==> src/rtl/mem_port_arbiter_if.sv <==
// Bus bundle between the fetch requester, the load/store requester, the
// arbiter and the single-port DataMemory. The arbiter uses the slave view;
// requesters and the memory model use the master view.
interface mem_port_arbiter_if;
    // Instruction-fetch requester
    logic        if_req;
    logic [63:0] if_addr;
    logic        if_gnt;
    logic        if_rvalid;
    logic [31:0] if_rdata;

    // Load/store data requester
    logic        d_req;
    logic        d_we;
    logic [63:0] d_addr;
    logic [63:0] d_wdata;
    logic        d_gnt;
    logic        d_rvalid;
    logic [63:0] d_rdata;
    logic        d_err;

    // DataMemory port
    logic [63:0] mem_address;
    logic [63:0] mem_write_data;
    logic        mem_read;
    logic        mem_write;
    logic [63:0] mem_read_data;

    // Arbiter side
    modport slave (
        input  if_req, if_addr,
        output if_gnt, if_rvalid, if_rdata,
        input  d_req, d_we, d_addr, d_wdata,
        output d_gnt, d_rvalid, d_rdata, d_err,
        output mem_address, mem_write_data, mem_read, mem_write,
        input  mem_read_data
    );

    // Requester / memory side
    modport master (
        output if_req, if_addr,
        input  if_gnt, if_rvalid, if_rdata,
        output d_req, d_we, d_addr, d_wdata,
        input  d_gnt, d_rvalid, d_rdata, d_err,
        input  mem_address, mem_write_data, mem_read, mem_write,
        output mem_read_data
    );
endinterface

==> src/rtl/mem_port_arbiter.sv <==
// mem_port_arbiter: shares one single-port DataMemory between instruction
// fetch and load/store traffic. At most one access is granted per cycle;
// data normally has priority. Read data (1-cycle memory latency) is steered
// back to whichever requester owned the read, with fetches narrowed to the
// addressed 32-bit instruction word. Misaligned data accesses are accepted
// but never reach memory; they return an error instead.
//
// Optional feature: define MEM_ARB_STARVE_GUARD_EN to enable the fetch
// starvation guard. After MAX_WAIT consecutive lost fetch cycles, fetch wins
// the next conflict. Without it, data has strict priority.
module mem_port_arbiter #(
    parameter int MAX_WAIT = 4   // 1..15
) (
    input  logic                   clk,
    input  logic                   rst,   // asynchronous, active-low
    mem_port_arbiter_if.slave      bus
);

    typedef enum logic [2:0] {
        OWN_NONE,
        OWN_FETCH,
        OWN_DATA,
        OWN_DERR_LD,
        OWN_DERR_ST
    } owner_e;

    owner_e owner_p1;
    logic   if_hi_p1;

    logic   if_gnt_c;
    logic   d_gnt_c;
    logic   d_misal;
    logic   force_fetch;

    assign d_misal = |bus.d_addr[2:0];

`ifdef MEM_ARB_STARVE_GUARD_EN
    localparam logic [3:0] WAIT_LIM = 4'(MAX_WAIT);

    logic [3:0] starve_cnt;

    // Count consecutive cycles a pending fetch loses; cleared on a fetch grant or idle fetch
    always_ff @(posedge clk or negedge rst) begin
        if (!rst) begin
            starve_cnt <= 4'd0;
        end else if (!bus.if_req || if_gnt_c) begin
            starve_cnt <= 4'd0;
        end else if (starve_cnt != 4'hF) begin
            starve_cnt <= starve_cnt + 4'd1;
        end
    end

    assign force_fetch = (starve_cnt == WAIT_LIM);
`else
    assign force_fetch = 1'b0;
`endif

    // Grant selection: data first unless the guard says fetch has waited long enough
    always_comb begin
        if_gnt_c = 1'b0;
        d_gnt_c  = 1'b0;
        if (rst) begin
            if (bus.d_req && !(bus.if_req && force_fetch)) begin
                d_gnt_c = 1'b1;
            end else if (bus.if_req) begin
                if_gnt_c = 1'b1;
            end
        end
    end

    assign bus.if_gnt = if_gnt_c;
    assign bus.d_gnt  = d_gnt_c;

    // Memory port drive: only real (aligned) accesses touch the memory; idle bus is all zero
    always_comb begin
        bus.mem_read       = 1'b0;
        bus.mem_write      = 1'b0;
        bus.mem_address    = 64'd0;
        bus.mem_write_data = 64'd0;
        if (if_gnt_c) begin
            bus.mem_read    = 1'b1;
            bus.mem_address = bus.if_addr;
        end else if (d_gnt_c && !d_misal) begin
            bus.mem_address = bus.d_addr;
            if (bus.d_we) begin
                bus.mem_write      = 1'b1;
                bus.mem_write_data = bus.d_wdata;
            end else begin
                bus.mem_read = 1'b1;
            end
        end
    end

    // Response owner for the next cycle, rebuilt every cycle from this cycle's grant
    always_ff @(posedge clk or negedge rst) begin
        if (!rst) begin
            owner_p1 <= OWN_NONE;
        end else if (if_gnt_c) begin
            owner_p1 <= OWN_FETCH;
        end else if (d_gnt_c && d_misal) begin
            owner_p1 <= bus.d_we ? OWN_DERR_ST : OWN_DERR_LD;
        end else if (d_gnt_c && !bus.d_we) begin
            owner_p1 <= OWN_DATA;
        end else begin
            owner_p1 <= OWN_NONE;
        end
    end

    // Remember which half of the 64-bit word holds the fetched instruction
    always_ff @(posedge clk) begin
        if (if_gnt_c) begin
            if_hi_p1 <= bus.if_addr[2];
        end
    end

    // Response steering: outputs are zero unless the registered owner selects them
    always_comb begin
        bus.if_rvalid = 1'b0;
        bus.if_rdata  = 32'd0;
        bus.d_rvalid  = 1'b0;
        bus.d_rdata   = 64'd0;
        bus.d_err     = 1'b0;
        case (owner_p1)
            OWN_FETCH: begin
                bus.if_rvalid = 1'b1;
                bus.if_rdata  = if_hi_p1 ? bus.mem_read_data[63:32]
                                         : bus.mem_read_data[31:0];
            end
            OWN_DATA: begin
                bus.d_rvalid = 1'b1;
                bus.d_rdata  = bus.mem_read_data;
            end
            OWN_DERR_LD: begin
                bus.d_rvalid = 1'b1;
                bus.d_err    = 1'b1;
            end
            OWN_DERR_ST: begin
                bus.d_err = 1'b1;
            end
            default: begin
                bus.if_rvalid = 1'b0;
            end
        endcase
    end

endmodule

==> src/flat_wrapper.sv <==
// flat-port wrapper written by rule: the top's interface ports become plain ports
module mem_port_arbiter_flat 
#(
    parameter int MAX_WAIT = 4           
)
  (clk, rst, bus_if_req, bus_if_addr, bus_if_gnt, bus_if_rvalid, bus_if_rdata, bus_d_req, bus_d_we, bus_d_addr, bus_d_wdata, bus_d_gnt, bus_d_rvalid, bus_d_rdata, bus_d_err, bus_mem_address, bus_mem_write_data, bus_mem_read, bus_mem_write, bus_mem_read_data);
  mem_port_arbiter_if bus_i ();
  input  logic clk;
  input  logic rst;
  input wire logic [$bits(bus_i.if_req)-1:0] bus_if_req;
  input wire logic [$bits(bus_i.if_addr)-1:0] bus_if_addr;
  output wire logic [$bits(bus_i.if_gnt)-1:0] bus_if_gnt;
  output wire logic [$bits(bus_i.if_rvalid)-1:0] bus_if_rvalid;
  output wire logic [$bits(bus_i.if_rdata)-1:0] bus_if_rdata;
  input wire logic [$bits(bus_i.d_req)-1:0] bus_d_req;
  input wire logic [$bits(bus_i.d_we)-1:0] bus_d_we;
  input wire logic [$bits(bus_i.d_addr)-1:0] bus_d_addr;
  input wire logic [$bits(bus_i.d_wdata)-1:0] bus_d_wdata;
  output wire logic [$bits(bus_i.d_gnt)-1:0] bus_d_gnt;
  output wire logic [$bits(bus_i.d_rvalid)-1:0] bus_d_rvalid;
  output wire logic [$bits(bus_i.d_rdata)-1:0] bus_d_rdata;
  output wire logic [$bits(bus_i.d_err)-1:0] bus_d_err;
  output wire logic [$bits(bus_i.mem_address)-1:0] bus_mem_address;
  output wire logic [$bits(bus_i.mem_write_data)-1:0] bus_mem_write_data;
  output wire logic [$bits(bus_i.mem_read)-1:0] bus_mem_read;
  output wire logic [$bits(bus_i.mem_write)-1:0] bus_mem_write;
  input wire logic [$bits(bus_i.mem_read_data)-1:0] bus_mem_read_data;
  assign bus_i.if_req = bus_if_req;
  assign bus_i.if_addr = bus_if_addr;
  assign bus_if_gnt = bus_i.if_gnt;
  assign bus_if_rvalid = bus_i.if_rvalid;
  assign bus_if_rdata = bus_i.if_rdata;
  assign bus_i.d_req = bus_d_req;
  assign bus_i.d_we = bus_d_we;
  assign bus_i.d_addr = bus_d_addr;
  assign bus_i.d_wdata = bus_d_wdata;
  assign bus_d_gnt = bus_i.d_gnt;
  assign bus_d_rvalid = bus_i.d_rvalid;
  assign bus_d_rdata = bus_i.d_rdata;
  assign bus_d_err = bus_i.d_err;
  assign bus_mem_address = bus_i.mem_address;
  assign bus_mem_write_data = bus_i.mem_write_data;
  assign bus_mem_read = bus_i.mem_read;
  assign bus_mem_write = bus_i.mem_write;
  assign bus_i.mem_read_data = bus_mem_read_data;
  mem_port_arbiter #(.MAX_WAIT(MAX_WAIT)) u_core (.clk(clk), .rst(rst), .bus(bus_i));
endmodule
==> config.mk <==
export PLATFORM = sky130hd
export DESIGN_NAME = mem_port_arbiter_flat
export DESIGN_NICKNAME = d
export VERILOG_FILES = /design/src/rtl/mem_port_arbiter_if.sv /design/src/rtl/mem_port_arbiter.sv /design/src/flat_wrapper.sv
export SDC_FILE = /design/constraint.sdc
export NUM_CORES = 1
export LEC_CHECK = 0
export ABC_AREA = 1
export CAP_MARGIN = 20
export CORE_AREA = 2 2 190 192
export CTS_CLUSTER_SIZE = 20
export DETAILED_ROUTE_END_ITERATION = 10
export DIE_AREA = 0 0 192 194
export HOLD_SLACK_MARGIN = 0.02
export MAX_ROUTING_LAYER = met4
export PLACE_DENSITY = 0.49
export SLEW_MARGIN = 40
export SYNTH_ARGS = -nofsm -noshare
export SYNTH_HDL_FRONTEND = slang
export SYNTH_SLANG_ARGS = --single-unit
==> constraint.sdc <==
create_clock -name clk -period 2.4 [get_ports clk]
set_input_delay 0.72 -clock clk [delete_from_list [all_inputs] [get_ports clk]]
set_output_delay 0.72 -clock clk [all_outputs]
set_load 0.01 [all_outputs]
==> metrics.md, run 1 <==
| Metric | Value |
|---|---|
| Status | `finished with violations` |
| Failing checks | `negative setup slack` |
| DIE HEIGHT | `194 um` |
| Pwr dens | `162.1 nW/um2` |
| Lkg Pwr | `5.019 nW` |
| Starting Density | `0.07577` |
| Vias post-DR | `5885` |
| Largest net degree at the start of global routing | `34` |
| Mean Syn Cell Area | `4.291 um2` |
| Core area | `35220 um2` |
| 1st-pass router iterations | `4` |
| Slew @ Worst Pin | `0.2430 ns` |
| Initial antenna violation count | `2` |
| Register area share after synthesis | `0.03938` |
| Share of cells above drive strength 1 | `0.2851` |
| Via density | `3.610` |
| Fraction of registers with async set/reset | `0.7500` |
| Warnings from Yosys | `0` |
| Minimum clock period | `2.651 ns` |
| Number of hold buffers added after cts | `0` |
| CP required | `1.68 ns` |
| Post-Route WL | `23840 um` |
| Post-synth EDFFs | `1` |
| Mapped cell area | `2669 um2` |
| Routability cong. | `0.8801` |
| Maximum VDD drop | `131.3 uV` |
| Mapped Nets | `883` |
| Synthesis-to-finish area growth | `239.9%` |
| CTS root buf | `clkbuf_16` |
| Top cell type's share of synthesized area | `0.2714` |
| Drc violations | `0` |
| Synth Register Bits | `4` |
| TritonCTS buffer count | `3` |
| Yosys cell types | `13` |
| Critical Path Slowest Stage Cell | `buf_6` |
| Buf+Inv Stages, Crit Path | `6` |
| DR top layer | `met4` |
| Max stage delay on crit path | `0.19 ns` |
| CP dominant cell by count | `buf_6` |
| I/O Pins | `492` |
| Nature of the critical path startpoint | `input port` |
| Fin Hold WS | `0.4006 ns` |
| Cell family with most CP delay | `buffers and inverters` |
| HP Class | `in2async` |
| Total Power | `0.001471 W` |
| Drt wl/cell | `14.62 um` |
| Initial DRC Count | `132` |
| Setup WS post-layout | `-0.2507 ns` |
| List of most frequent post-synthesis cells | `193 x nand2_1, 136 x inv_1, 133 x nor2_1` |
| Global-route wire length before repair | `34080 um` |
| Reg clk slew, reported paths | `0.03 ns` |
| Worst EP arrival | `1.93 ns` |
| Hold Vio Cnt, Final | `0` |
| Crit. End Element | `output pin` |
| GRT Total Usage | `0.1214` |
| Mapped Cells | `622` |
| Wire length on met1 | `9324 um` |
| Dominant cells by area after synthesis | `nand2_1 27%, inv_1 19%, nor2_1 19%` |
| Grt ovf | `0` |
| Vias in the first global route | `5951` |
| Max Slew Vio Count | `0` |
| Ratio of final minimum period to clock period | `1.104` |
| Final Setup Violations | `94` |
| Final-stage net count | `1430` |
| Critical Path Fanout Max | `6` |
| Num rows | `69` |
| Max Cap Violations | `0` |
| DR WL met3 | `1721 um` |
| Clk sink count | `4` |
| IO Port Bufs | `491` |
| RSZ-0062 raised after global routing | `true` |
| Slew margin rel. | `0.8363` |
| Peak Freq | `0.3773 GHz` |
| TritonCTS clock tree | `built` |
| Dominant synthesized flop cell | `dfrtp_1` |
| Area leader, netlist | `nand2_1` |
| Final antenna-violating net count | `0` |
| Critical-path cell list | `buf_6 -> nor2_4 -> nand4_1 -> buf_6 -> buf_4 -> buf_16 -> buf_6 -> nor2_4 -> buf_6` |
| Top-count cell post-synth | `nand2_1` |
| WL met2 | `12310 um` |
| Final HPWL DP | `18250 um` |
| Crit Path Class | `in2out` |
| Critical path depth | `9` |
| Die area | `37250 um2` |
| CTS HTree Levels | `1` |
| Chip width | `192 um` |
| Clock Path Buffers | `2` |
## metal layers
metal	vias to the layer above	global-route usage
li1	2957	-
met1	2591	0.1309
met2	307	0.2281
met3	30	0.02208
met4	0	0.02629
met5	-	-
## kinds of logic after synthesis
kind of cell	count (synthesis)	share of synthesized area
AO/OA/AOI/OAI	33	0.06188
buffers and inverters	191	0.2808
flip-flops	4	0.03938
AND/OR/NAND/NOR	394	0.6179
## report_power, final
group	switching, W	internal [W]
Combinational	0.000454	0.000674
Clock	0.0000459	0.000219
Sequential	0.00000328	0.0000738
## final cells by class
cell class	count	area, um2
well taps	461	576.8
flip-flops and latches	4	105.1
diodes	1	2.502
inverters	143	546.8
repair buffers	590	5688
fillers	3977	26150
clock buffers	4	78.83
multi-input cells	427	2074
## sequential cells by signal, summed over array words and instances, names as in the netlist
name	flops
u_core.owner_p1	3
u_core.if_hi_p1	1
## worst paths after layout
check | endpoint | slack [ns] | start
min in group clk | u_core.owner_p1[1] | 0.96 | rst
worst min-delay path | u_core.owner_p1[2] | 0.40 | rst
max in group asynchronous | u_core.owner_p1[1] | 1.90 | rst
worst max-delay path | bus_mem_write_data[14] | -0.25 | bus_d_addr[0]
## repair_timing
| action | 4_1_cts | 5_1_grt |
|---|---|---|
| pin swaps | 59 | 12 |
| cloned | 18 | 0 |
| setup endpoints to repair | 229 | 148 |
| gates resized for setup | 817 | 104 |
| setup buffers | 39 | 9 |
## cell usage in the layout (no fill, tap or decap)
master and n:
diode_2 1, nor2_4 23, nand3_1 2, inv_1 135, clkbuf_16 3, clkdlybuf4s15_2 2, nand2_2 5, nand3_4 1
o21ai_0 1, buf_8 5, inv_2 5, nand4_1 63, dfrtp_1 3, buf_12 23, a21oi_1 30, nand3_2 1
buf_16 16, a21oi_2 2, edfxtp_1 1, buf_6 59, buf_4 31, nor2_2 17, clkbuf_2 26, nand2_1 186
clkdlybuf4s15_1 7, nand2_4 2, buf_2 109, clkdlybuf4s50_1 251, dlygate4sd2_1 61, clkbuf_1 1, inv_6 1, inv_4 2
nor2_1 94
## stage by stage
step / TNS [ns] / util / std cells / area [um2] / setup slack (ns)
after floorplan: 0 / - / 622 / 2669 / 0.1703
after global placement: -136.53 / 0.2388 / 1567 / 8413 / -0.9424
after detailed placement: -140.63 / 0.2388 / 1567 / 8413 / -1.016
after CTS: -15.79 / 0.2561 / 1624 / 9022 / -0.3179
after global routing: -19.40 / 0.2576 / 1630 / 9072 / -0.3211
final: -11.78 / 0.2576 / 1630 / 9072 / -0.2507
No activity file was read; power rests on OpenSTA's default activity.
==> inputs of run 2 (changes only) <==
Settings changed: ABC_AREA 1 to 0, CORE_AREA 2 2 190 192 to 2 2 194 196, DIE_AREA 0 0 192 194 to 0 0 196 198.
Clock period 2.4 ns to 2.3 ns, I/O delays scaled along.
==> run 2 against run 1 <==
Compared with the run above:
- the run still ends with negative setup slack left
- critical path depth unchanged
- worst hold slack got worse by 0.077 ns
- cell count down 10%
- first-iteration DRC count down 3.0%
- via count is 6.6% lower
- flip-flop and latch count unchanged
- combinational power grew 25%
- core utilization is 1.3 points higher
- sequential share of layout area decreased by 0.11 points
- die area rose by 4.2%
- clock power increased by 9.8%
- largest cell class unchanged
- sequential power increased by 4.0%
==> metrics.md, run 2 <==
| Metric | Value |
|---|---|
| TritonCTS buffer count | `3 (unchanged)` |
| Share of cells above drive strength 1 | `0.5329 (was 0.2851)` |
| Slew margin rel. | `0.7708 (was 0.8363)` |
| Core area | `36960 um2 (was 35220 um2)` |
| Initial DRC Count | `128 (was 132)` |
| Register area share after synthesis | `0.03923 (was 0.03938)` |
| Dominant synthesized flop cell | `dfrtp_1 (unchanged)` |
| Sequential Power Share | `0.045 (was 0.052)` |
| Lkg Pwr | `4.875 nW (was 5.019 nW)` |
| Warnings from Yosys | `0 (unchanged)` |
| Mapped cell area | `2679 um2 (was 2669 um2)` |
| Max Cap Violations | `0 (unchanged)` |
| Via density | `3.750 (was 3.610)` |
| Drc violations | `0 (unchanged)` |
| Slew @ Worst Pin | `0.3434 ns (was 0.2430 ns)` |
| Max reg flops | `3 (unchanged)` |
| Area leader, netlist | `a32o_1 (was nand2_1)` |
| Chip width | `196 um (was 192 um)` |
| List of most frequent post-synthesis cells | `67 x and2_1, 66 x inv_1, 61 x a32o_1 (was 193 x nand2_1, 136 x inv_1, 133 x nor2_1)` |
| Crit path launch | `bus_d_addr[1] (was bus_d_addr[0])` |
| Xor-xnor portion of the synthesized cell area | `0 (unchanged)` |
| Failing checks | `negative setup slack (unchanged)` |
| Top-count cell post-synth | `and2_1 (was nand2_1)` |
| Peak Freq | `0.3540 GHz` |
| Most frequent cells in the layout | `237 x clkdlybuf4s50_1, 151 x buf_2, 118 x buf_6, 65 x inv_1, 53 x a32o_1 (was 251 x clkdlybuf4s50_1, 186 x nand2_1, 135 x inv_1, 109 x buf_2, 94 x nor2_1)` |
| Compound-Gate Fraction of Synth Area | `0.2368 (was 0.06188)` |
| Mean Syn Cell Area | `6.886 um2 (was 4.291 um2)` |
| Nature of the critical path startpoint | `input port (unchanged)` |
| Placement Setup Slack | `-1.048 ns (was -1.016 ns)` |
| Setup WS post-layout | `-0.5245 ns (was -0.2507 ns)` |
| GRT Total Usage | `0.1209 (was 0.1214)` |
| Synthesis-to-finish area growth | `273.5% (was 239.9%)` |
| Minimum clock period | `2.824 ns` |
| Initial antenna violation count | `3 (was 2)` |
| Filler-free cell count of the finished design | `1465 (was 1630)` |
| Top cell type's share of synthesized area | `0.2279 (was 0.2714)` |
| Worst Setup EP | `bus_mem_write_data[60] (was bus_mem_write_data[14])` |
| Worst EP arrival | `2.13 ns (was 1.93 ns)` |
| Number of hold buffers added after cts | `0 (unchanged)` |
| Post-synth EDFFs | `1 (unchanged)` |
| Crit Path Class | `in2out (unchanged)` |
| Global-route wire length before repair | `34560 um (was 34080 um)` |
| TritonCTS clock tree | `built (unchanged)` |
| Final Setup Violations | `191 (was 94)` |
| Combinational power share | `0.791 (was 0.767)` |
| Num rows | `71 (was 69)` |
| CTS root buf | `clkbuf_16 (unchanged)` |
| Final antenna-violating net count | `0 (unchanged)` |
| NetSw | `0.0006025 W (was 0.0005034 W)` |
| Ratio of final minimum period to clock period | `1.228` |
| Pwr dens | `177.6 nW/um2 (was 162.1 nW/um2)` |
| Hold Vio Cnt, Final | `0 (unchanged)` |
| Maximum VDD drop | `155.8 uV (was 131.3 uV)` |
| Clock Path Buffers | `2 (unchanged)` |
| Vias post-DR | `5494 (was 5885)` |
| Mux contribution to synthesized area | `0.1196 (was 0)` |
| Crit. End Element | `output pin (unchanged)` |
| Routability cong. | `0.7567 (was 0.8801)` |
| Vias in the first global route | `5668 (was 5951)` |
| Die area | `38810 um2 (was 37250 um2)` |
| Largest Register | `u_core.owner_p1 (unchanged)` |
| Dominant cells by area after synthesis | `a32o_1 23%, and2_1 16%, nor3_2 15% (was nand2_1 27%, inv_1 19%, nor2_1 19%)` |
| Drt wl/cell | `18.07 um (was 14.62 um)` |
| Post-Route WL | `26470 um (was 23840 um)` |
| Largest family of logic cells by synthesized area | `simple AND/OR/NAND/NOR gates (unchanged)` |
| DIE HEIGHT | `198 um (was 194 um)` |
| CP required | `1.61 ns (was 1.68 ns)` |
| Reg clk slew, reported paths | `0.04 ns (was 0.03 ns)` |
| Clock Power Share | `0.164 (was 0.180)` |
| Yosys cell types | `24 (was 13)` |
| Max Slew Vio Count | `0 (unchanged)` |
| Synth Area in Simple Gates | `0.4218 (was 0.6179)` |
| RSZ-0062 raised after global routing | `true (unchanged)` |
| Final core occ | `0.2707 (was 0.2576)` |
| Mapped Cells | `389 (was 622)` |
| CTS HTree Levels | `1 (unchanged)` |
| Starting Density | `0.07249 (was 0.07577)` |
| Switch share | `0.3391 (was 0.3423)` |
| Fraction of registers with async set/reset | `0.7500 (unchanged)` |
| I/O Pins | `492 (unchanged)` |
| Grt ovf | `0 (unchanged)` |
| Largest net degree at the start of global routing | `37 (was 34)` |
| Final-stage net count | `1251 (was 1430)` |
| Synth Register Bits | `4 (unchanged)` |
| HP Class | `in2async (unchanged)` |
| Final HPWL DP | `17470 um (was 18250 um)` |
| Critical Path Fanout Max | `3 (was 6)` |
| Commonest non-fill, non-tap cell in the layout | `clkdlybuf4s50_1 (unchanged)` |
| Post-synthesis adder-cell area fraction | `0 (unchanged)` |
| Internal cell power | `0.001175 W (was 0.0009672 W)` |
| Mapped Nets | `650 (was 883)` |
| Clk sink count | `4 (unchanged)` |
| Status | `finished with violations (unchanged)` |
| IO Port Bufs | `491 (unchanged)` |
| Top Registers | `u_core.owner_p1 (3), u_core.if_hi_p1 (1) (unchanged)` |
| Placed Cells | `1347 (was 1567)` |
| 1st-pass router iterations | `6 (was 4)` |
## run 2: changes by cell type in the layout (fill, tap and decap cells not counted), moves of 53 or more
cell / change
a32o_1: +53
buf_6: +59
inv_1: -70
nand2_1: -185
nand4_1: -63
nor2_1: -65
## run 2: through the flow
step                      cell area [um2]  setup TNS (ns)  power [W]  hold slack (ns)
after global routing                10000          -59.88   0.001875           0.3216
after global placement               8429         -143.49   0.001188            1.069
final                               10000          -48.00   0.001777           0.3240
after CTS                            9452          -47.52   0.001692           0.3294
after floorplan                      2679         -0.5123  0.0003885           0.3944
after detailed placement             8429         -143.37   0.001188            1.080
## run 2: power groups by stage
stage,logic (W),clock network (W),registers (W)
final,0.00141,0.000291,0.0000802
after global routing,0.00149,0.000307,0.0000809
after CTS,0.00131,0.000298,0.0000801
after detailed placement,0.00111,0,0.0000805
after global placement,0.00111,0,0.0000805
after floorplan,0.000309,0,0.0000799
## run 2: worst min path at each step
stage,cells after the start,start,slack (ns),to
2_1_floorplan,0,rst,0.39,u_core.owner_p1[0]
3_3_place_gp,2,rst,1.07,u_core.owner_p1[0]
3_5_place_dp,2,rst,1.08,u_core.owner_p1[2]
4_1_cts,2,rst,0.33,u_core.owner_p1[1]
5_1_grt,2,rst,0.32,u_core.owner_p1[1]
6_report,2,rst,0.32,u_core.owner_p1[1]
## run 2: repair_timing
action / in CTS / in global routing
gates resized for setup: 1088 / 205
buffers inserted: 78 / 31
hold endpoints to repair: 0 / 0
gates cloned: 18 / 8
pin swaps: 58 / 80
endpoints found under the setup margin: 230 / 228
## run 2: kinds of logic (layout without fill, tap and decap cells)
logic type	Yosys count	count (layout)
simple gates	175	175
buf+inv	114	714
compound gates	64	64
mux	32	32
flops	4	4
other cells	0	2
## run 2: worst max-delay path: stages
cell and delay, ns:
buf_6 0.10, or3_4 0.45, buf_16 0.16, buf_12 0.12, buf_6 0.11, buf_6 0.11
buf_6 0.11, nor3_2 0.14, buf_2 0.15
## run 2: per-layer routing
| metal | GRT usage | routed length, um |
|---|---|---|
| met1 | 0.1339 | 10030 |
| met2 | 0.2274 | 13980 |
| met3 | 0.01925 | 1809 |
| met4 | 0.02609 | 644 |
| met5 | - | 0 |
## run 2: area by class of cell
| cell class | instances | area [um2] |
|---|---|---|
| inverters | 67 | 254.0 |
| repair buffers | 643 | 6382 |
| fillers | 3960 | 26950 |
| flip-flops and latches | 4 | 105.1 |
| multi-input cells | 271 | 2586 |
| clock buffers | 4 | 78.83 |
| well taps | 474 | 593.1 |
| diodes | 2 | 5.005 |
